--- src/rtl/eth_stats_latched.sv ---
// Ethernet TX/RX frame and byte statistics with an AXI4-Lite view onto
// shadow copies that are snapshotted together by a latch command.
module eth_stats_latched #(
  parameter int CNT_W    = 64,
  parameter int SAT_MODE = 1,
  parameter int use_time = 1
) (
  input  logic        clk,
  input  logic        rst_n,
  input  logic [63:0] current_time,
  input  logic        time_running,
  input  logic        s_axi_awvalid,
  output logic        s_axi_awready,
  input  logic [11:0] s_axi_awaddr,
  input  logic [2:0]  s_axi_awprot,
  input  logic        s_axi_wvalid,
  output logic        s_axi_wready,
  input  logic [31:0] s_axi_wdata,
  input  logic [3:0]  s_axi_wstrb,
  output logic        s_axi_bvalid,
  input  logic        s_axi_bready,
  output logic [1:0]  s_axi_bresp,
  input  logic        s_axi_arvalid,
  output logic        s_axi_arready,
  input  logic [11:0] s_axi_araddr,
  input  logic [2:0]  s_axi_arprot,
  output logic        s_axi_rvalid,
  input  logic        s_axi_rready,
  output logic [31:0] s_axi_rdata,
  output logic [1:0]  s_axi_rresp,
  input  logic        tx_frame_valid,
  input  logic        tx_frame_good,
  input  logic [15:0] tx_frame_bytes,
  input  logic        rx_frame_valid,
  input  logic        rx_frame_good,
  input  logic [15:0] rx_frame_bytes
);

  logic          enable_reg;
  logic          count_ok;
  logic          wr_hs, rd_hs, cfg_wr;
  logic          latch_now, clear_now;
  logic [63:0]   time_shadow_reg;
  logic [6*64-1:0] shadow_flat;
  logic [9:0]    rd_word;
  logic [8:0]    sh_base;
  logic [31:0]   rd_data_next;
  logic          unused_ok;

  assign unused_ok = ^{s_axi_awprot, s_axi_arprot, s_axi_awaddr[1:0], s_axi_araddr[1:0],
                       s_axi_wdata[31:3], s_axi_wstrb[3:1], current_time, time_running};

  assign count_ok  = enable_reg && ((use_time == 0) || time_running);
  assign wr_hs     = s_axi_awvalid && s_axi_awready && s_axi_wvalid && s_axi_wready;
  assign rd_hs     = s_axi_arvalid && s_axi_arready;
  assign cfg_wr    = wr_hs && (s_axi_awaddr[11:2] == 10'd0) && s_axi_wstrb[0];
  assign latch_now = cfg_wr && s_axi_wdata[2];
  assign clear_now = cfg_wr && s_axi_wdata[1];

  // Counter order: TX_BYTES, TX_GOOD, TX_BAD, RX_BYTES, RX_GOOD, RX_BAD.
  for (genvar gi = 0; gi < 6; gi++) begin : g_cnt
    localparam int KIND = gi % 3;
    logic             f_valid, f_good, hit;
    logic [15:0]      f_bytes;
    logic [CNT_W-1:0] amt;
    logic [CNT_W:0]   sum;
    logic [CNT_W-1:0] live_reg, shadow_reg;

    assign f_valid = (gi >= 3) ? rx_frame_valid : tx_frame_valid;
    assign f_good  = (gi >= 3) ? rx_frame_good  : tx_frame_good;
    assign f_bytes = (gi >= 3) ? rx_frame_bytes : tx_frame_bytes;
    assign hit     = count_ok && f_valid && ((KIND == 0) || ((KIND == 1) == f_good));
    assign amt     = (KIND == 0) ? CNT_W'(f_bytes) : CNT_W'(1);
    assign sum     = {1'b0, live_reg} + {1'b0, amt};
    assign shadow_flat[gi*64 +: 64] = 64'(shadow_reg);

    // Shadow samples the value before this cycle's update; clear drops any strobe.
    always_ff @(posedge clk or negedge rst_n) begin
      if (!rst_n) begin
        live_reg   <= '0;
        shadow_reg <= '0;
      end else begin
        if (latch_now)
          shadow_reg <= live_reg;
        if (clear_now)
          live_reg <= '0;
        else if (hit)
          live_reg <= (sum[CNT_W] && (SAT_MODE != 0)) ? '1 : sum[CNT_W-1:0];
      end
    end
  end

  if (use_time != 0) begin : g_time
    always_ff @(posedge clk or negedge rst_n) begin
      if (!rst_n)
        time_shadow_reg <= '0;
      else if (latch_now)
        time_shadow_reg <= current_time;
    end
  end else begin : g_no_time
    assign time_shadow_reg = '0;
  end

  // Words 4..15 map linearly onto the low/high halves of the six shadows.
  assign rd_word = s_axi_araddr[11:2];
  assign sh_base = {rd_word[3:0] - 4'd4, 5'd0};

  always_comb begin
    rd_data_next = '0;
    if (rd_word == 10'd0)
      rd_data_next = {31'd0, enable_reg};
    else if (rd_word == 10'd2)
      rd_data_next = time_shadow_reg[31:0];
    else if (rd_word == 10'd3)
      rd_data_next = time_shadow_reg[63:32];
    else if (rd_word >= 10'd4 && rd_word <= 10'd15)
      rd_data_next = shadow_flat[sh_base +: 32];
  end

  assign s_axi_bresp = 2'b00;
  assign s_axi_rresp = 2'b00;

  always_ff @(posedge clk or negedge rst_n) begin
    if (!rst_n) begin
      s_axi_awready <= 1'b0;
      s_axi_wready  <= 1'b0;
      s_axi_bvalid  <= 1'b0;
      enable_reg    <= 1'b0;
    end else begin
      s_axi_awready <= s_axi_awvalid && s_axi_wvalid && !s_axi_bvalid && !s_axi_awready;
      s_axi_wready  <= s_axi_awvalid && s_axi_wvalid && !s_axi_bvalid && !s_axi_awready;
      if (wr_hs)
        s_axi_bvalid <= 1'b1;
      else if (s_axi_bready)
        s_axi_bvalid <= 1'b0;
      if (cfg_wr)
        enable_reg <= s_axi_wdata[0];
    end
  end

  always_ff @(posedge clk or negedge rst_n) begin
    if (!rst_n) begin
      s_axi_arready <= 1'b0;
      s_axi_rvalid  <= 1'b0;
      s_axi_rdata   <= '0;
    end else begin
      s_axi_arready <= s_axi_arvalid && !s_axi_rvalid && !s_axi_arready;
      if (rd_hs) begin
        s_axi_rvalid <= 1'b1;
        s_axi_rdata  <= rd_data_next;
      end else if (s_axi_rready) begin
        s_axi_rvalid <= 1'b0;
      end
    end
  end

endmodule
--- config.mk ---
export PLATFORM = sky130hd
export DESIGN_NAME = eth_stats_latched
export DESIGN_NICKNAME = d
export VERILOG_FILES = /design/src/rtl/eth_stats_latched.sv
export SDC_FILE = /design/constraint.sdc
export NUM_CORES = 2
export LEC_CHECK = 0
export ABC_AREA = 1
export BUFFER_PORTS_ARGS = -buffer_cell sky130_fd_sc_hd__buf_2
export CELL_PAD_IN_SITES_DETAIL_PLACEMENT = 0
export CELL_PAD_IN_SITES_GLOBAL_PLACEMENT = 1
export CORE_ASPECT_RATIO = 0.7
export CORE_MARGIN = 5
export CORE_UTILIZATION = 50
export CTS_CLUSTER_DIAMETER = 30
export CTS_CLUSTER_SIZE = 40
export DETAILED_ROUTE_END_ITERATION = 10
export GPL_TIMING_DRIVEN = 0
export PLACE_DENSITY_LB_ADDON = 0.1
export SYNTH_ARGS = -nofsm -noshare
export SYNTH_HDL_FRONTEND = slang
export SYNTH_SLANG_ARGS = --single-unit
--- constraint.sdc ---
create_clock -name clk -period 5.6 [get_ports clk]
set_input_delay 1.12 -clock clk [delete_from_list [all_inputs] [get_ports clk]]
set_output_delay 1.12 -clock clk [all_outputs]
set_load 0.01 [all_outputs]
==> metrics.md <==
| Metric | Value |
|---|---|
| Root Buffer | `clkbuf_16` |
| Comb pwr share | `6.5%` |
| Post-synth EDFFs | `0` |
| DR iter-0 viols | `roughly 7.5k` |
| Max Buffers Root-to-Sink | `3` |
| FFs w/ async S/R, synth | `100%` |
| P_sw | `4.75 mW` |
| Worst path cell trace | `buf_2 > clkbuf_1 > inv_1 > clkbuf_1 > ha_1 > buf_1 > nand2_1 > inv_1 > clkbuf_1 > a21oi_1 > nand2_1 > o21ai_0 > nand2_1 > nand2_1` |
| Dpl hpwl | `between 150000 and 200000 um` |
| Adder-cell share of the synthesized area | `under 10%` |
| Slew margin rel. | `between 20% and 30%` |
| Synth Flop Type | `dfrtp_1` |
| Multiplexer share of the synthesized area | `around 1.9%` |
| Grt total ovfl | `0` |
| Buf/Inv on CP | `7` |
| CTS tree | `done` |
| Peak supply drop | `just over 0.3 mV` |
| Vert. Die Dim | `between 200 and 300 um` |
| Num Clock Sinks | `869` |
| Final setup TNS | `0 ns` |
| Drt pass-1 iters | `6` |
| Worst setup SP type | `primary input` |
| Most numerous cell on the critical path | `nand2_1` |
| Vias in the first global route | `about 48k` |
| Cells resized by post-CTS repair | `0` |
| Number of distinct library cells after synthesis | `52` |
| Met3 wire length | `approximately 35000 um` |
| Crit Path Category | `in2reg` |
| DR DRC count | `0` |
| Synth warn | `0` |
| Sw frac | `a little over a quarter` |
| Worst-path fanout max | `10` |
| Width of the die | `slightly below 400 um` |
| Synth Area in XOR/XNOR | `2.54%` |
| PwrDens | `~300 nW/um2` |
| Port Buffers | `about 170` |
| Clk network pwr share | `around three fifths` |
| Initial antenna violation count | `13` |
| Largest area contributor in the netlist | `dfrtp_1` |
| Setup Buffers After CTS | `0` |
| Synth top area cells | `dfrtp_1 (43%), nand2_1 (16%), o21ai_0 (8.4%)` |
| Lkg Pwr | `~31 nW` |
| Fin crit period | `3.74 ns` |
| Most common library cells after synthesis | `nand2_1 (2093), dfrtp_1 (869), o21ai_0 (851), inv_1 (710), nor2_1 (643)` |
| Core Area | `about 100000 um2` |
| Max layer used | `met5` |
| Reg power frac | `between 30% and 40%` |
| Critical path's largest stage delay | `between 0.6 and 0.7 ns` |
| Wire length per cell | `roughly 25 um` |
| Delay-heaviest family, CP | `buffers and inverters` |
| Slew Viols, Final | `0` |
| Nets | `7600` |
| Clk_skew | `between 0.03 and 0.04 ns` |
| Largest net degree at the start of global routing | `around 120` |
| Cts hold-fix bufs | `0` |
| Inserted Clock Buffers | `167` |
| Full die area | `107000 um2` |
| Internal power | `around 13 mW` |
| Post-Syn Area | `~50000 um2` |
| Ports | `between 200 and 250` |
| Main combinational cell family by area after synthesis | `simple AND/OR/NAND/NOR gates` |
| Worst Setup End Kind | `flip-flop` |
| H-tree depth | `4` |
| CP required | `roughly 6.3 ns` |
| Number of max-cap violations | `0` |
| RSZ-0062 raised after global routing | `no` |
| Row cnt | `slightly below 100` |
| Area delta synth->final | `16.9%` |
| Placed Cells | `8553` |
| Tot GR Track Use | `40.4%` |
| Worst slew pin tran | `about 1.1 ns` |
| Final Setup Violations | `0` |
| Power, Total | `about 18 mW` |
| Top-count cell post-synth | `nand2_1` |
| Final period utilization | `roughly two thirds` |
| Final Non-Filler Cells | `about 8.9k` |
| Synth Area per Inst | `slightly above 7 um2` |
| Post-synthesis sequential area ratio | `a little over two fifths` |
| WP data arrival | `between 4 and 5 ns` |
| Reg clk slew, reported paths | `roughly 0.06 ns` |
| Share of cells above drive strength 1 | `under 10%` |
| Fmax | `between 200 and 300 MHz` |
| Antenna-violating nets left | `0` |
| Drt via density | `~6` |
| Status | `finished clean` |
| CP max-delay cell | `a21oi_1` |
| Final Hold Viols | `0` |
| Hold Slack | `~0.24 ns` |
| Yosys top cell area share | `around 43%` |
| Global-route wire length before repair | `320000 um` |
| Routed wire length on met2 | `83600 um` |
| Initial core utilization | `50.4%` |
| Post-Synth Simple-Gate Area | `between 30% and 40%` |
| Clk_lat worst skew | `~0.78 ns` |
| Yosys reg bits | `869` |
| Synth Area in Compound Gates | `around an eighth` |
| Met1 WL | `around 97000 um` |
| Wirelength, routed | `about 220000 um` |
| Placer Congestion | `roughly 1.1` |
| Via count | `53.1k` |
| Hold Crit Class | `in2async` |
| Gate Count Post-Synth | `between 7k and 8k` |
-- cells by family (layout without fill, tap and decap cells) --
group	after synthesis	in the layout
simple gates	3663	3663
compound gates	1214	1214
buf+inv	1023	1503
flops	869	869
xor+xnor	146	146
mux	84	84
fa+ha+maj	40	40
other cells	1	10
-- per-stage QoR --
step,area [um2],worst slack (ns),utilization [%]
6_report,59000,1.86,58.9
5_1_grt,59000,1.77,58.9
4_1_cts,59000,2.11,58.9
3_5_place_dp,53200,1.29,53.1
3_3_place_gp,53000,-16.06,52.9
2_1_floorplan,50500,2.58,-
-- path summary, 6_finish.rpt --
path                                       from                      end  slack (ns)  depth (start not counted)
worst max register to register     s_axi_wready  g_cnt[4].shadow_reg[51]        2.12                          7
worst max-delay path            s_axi_araddr[4]          s_axi_rdata[26]        1.86                         14
min in group clk                   s_axi_bvalid             s_axi_wready        0.46                          1
worst min-delay path                      rst_n    g_cnt[0].live_reg[58]        0.24                          1
max in group asynchronous                 rst_n    g_cnt[1].live_reg[49]        3.33                          4
worst min register to register     s_axi_bvalid             s_axi_wready        0.46                          1
-- layout make-up --
type | count | area, um2
inverters | 740 | 2780
clock inverters | 104 | 1200
plain buffers | 283 | 1280
clock buffers | 202 | 4580
fillers | 9632 | 41100
repair buffers | 174 | 1060
diodes | 6 | 15.0
well taps | 1336 | 1670
multi-input cells | 5151 | 24600
flip-flops and latches | 869 | 21700
-- worst reg2reg max path, delay by kind of cell, from the launching register on --
| family | cells | cell delay [ns] |
|---|---|---|
| flops | 1 | 0.40 |
| compound gates | 1 | 0.19 |
| buf+inv | 3 | 1.96 |
| simple gates | 3 | 0.76 |
-- cell usage in the layout, fill, tap and decap left out, types with 170 or more instances in the layout --
cell	count
buf_2	230
clkbuf_1	193
clkbuf_16	170
dfrtp_1	869
inv_1	710
nand2_1	2093
nand3_1	532
nor2_1	643
nor3_1	179
o21ai_0	851
-- power by group through the flow --
stage | clock network [mW] | registers [mW] | logic, mW
after floorplan | 0 | 6.43 | 0.582
after CTS | 10.4 | 6.33 | 1.11
after global placement | 0 | 6.44 | 1.08
final | 10.4 | 6.33 | 1.16
after detailed placement | 0 | 6.43 | 1.11
after global routing | 10.7 | 6.32 | 1.25
-- layer usage --
layer | vias up | track usage, %
met5 | - | 0
met3 | 341 | 17.8
met2 | 3281 | 52.0
li1 | 23802 | -
met4 | 2 | 11.4
met1 | 25673 | 60.6
No activity file was read; power rests on OpenSTA's default activity.
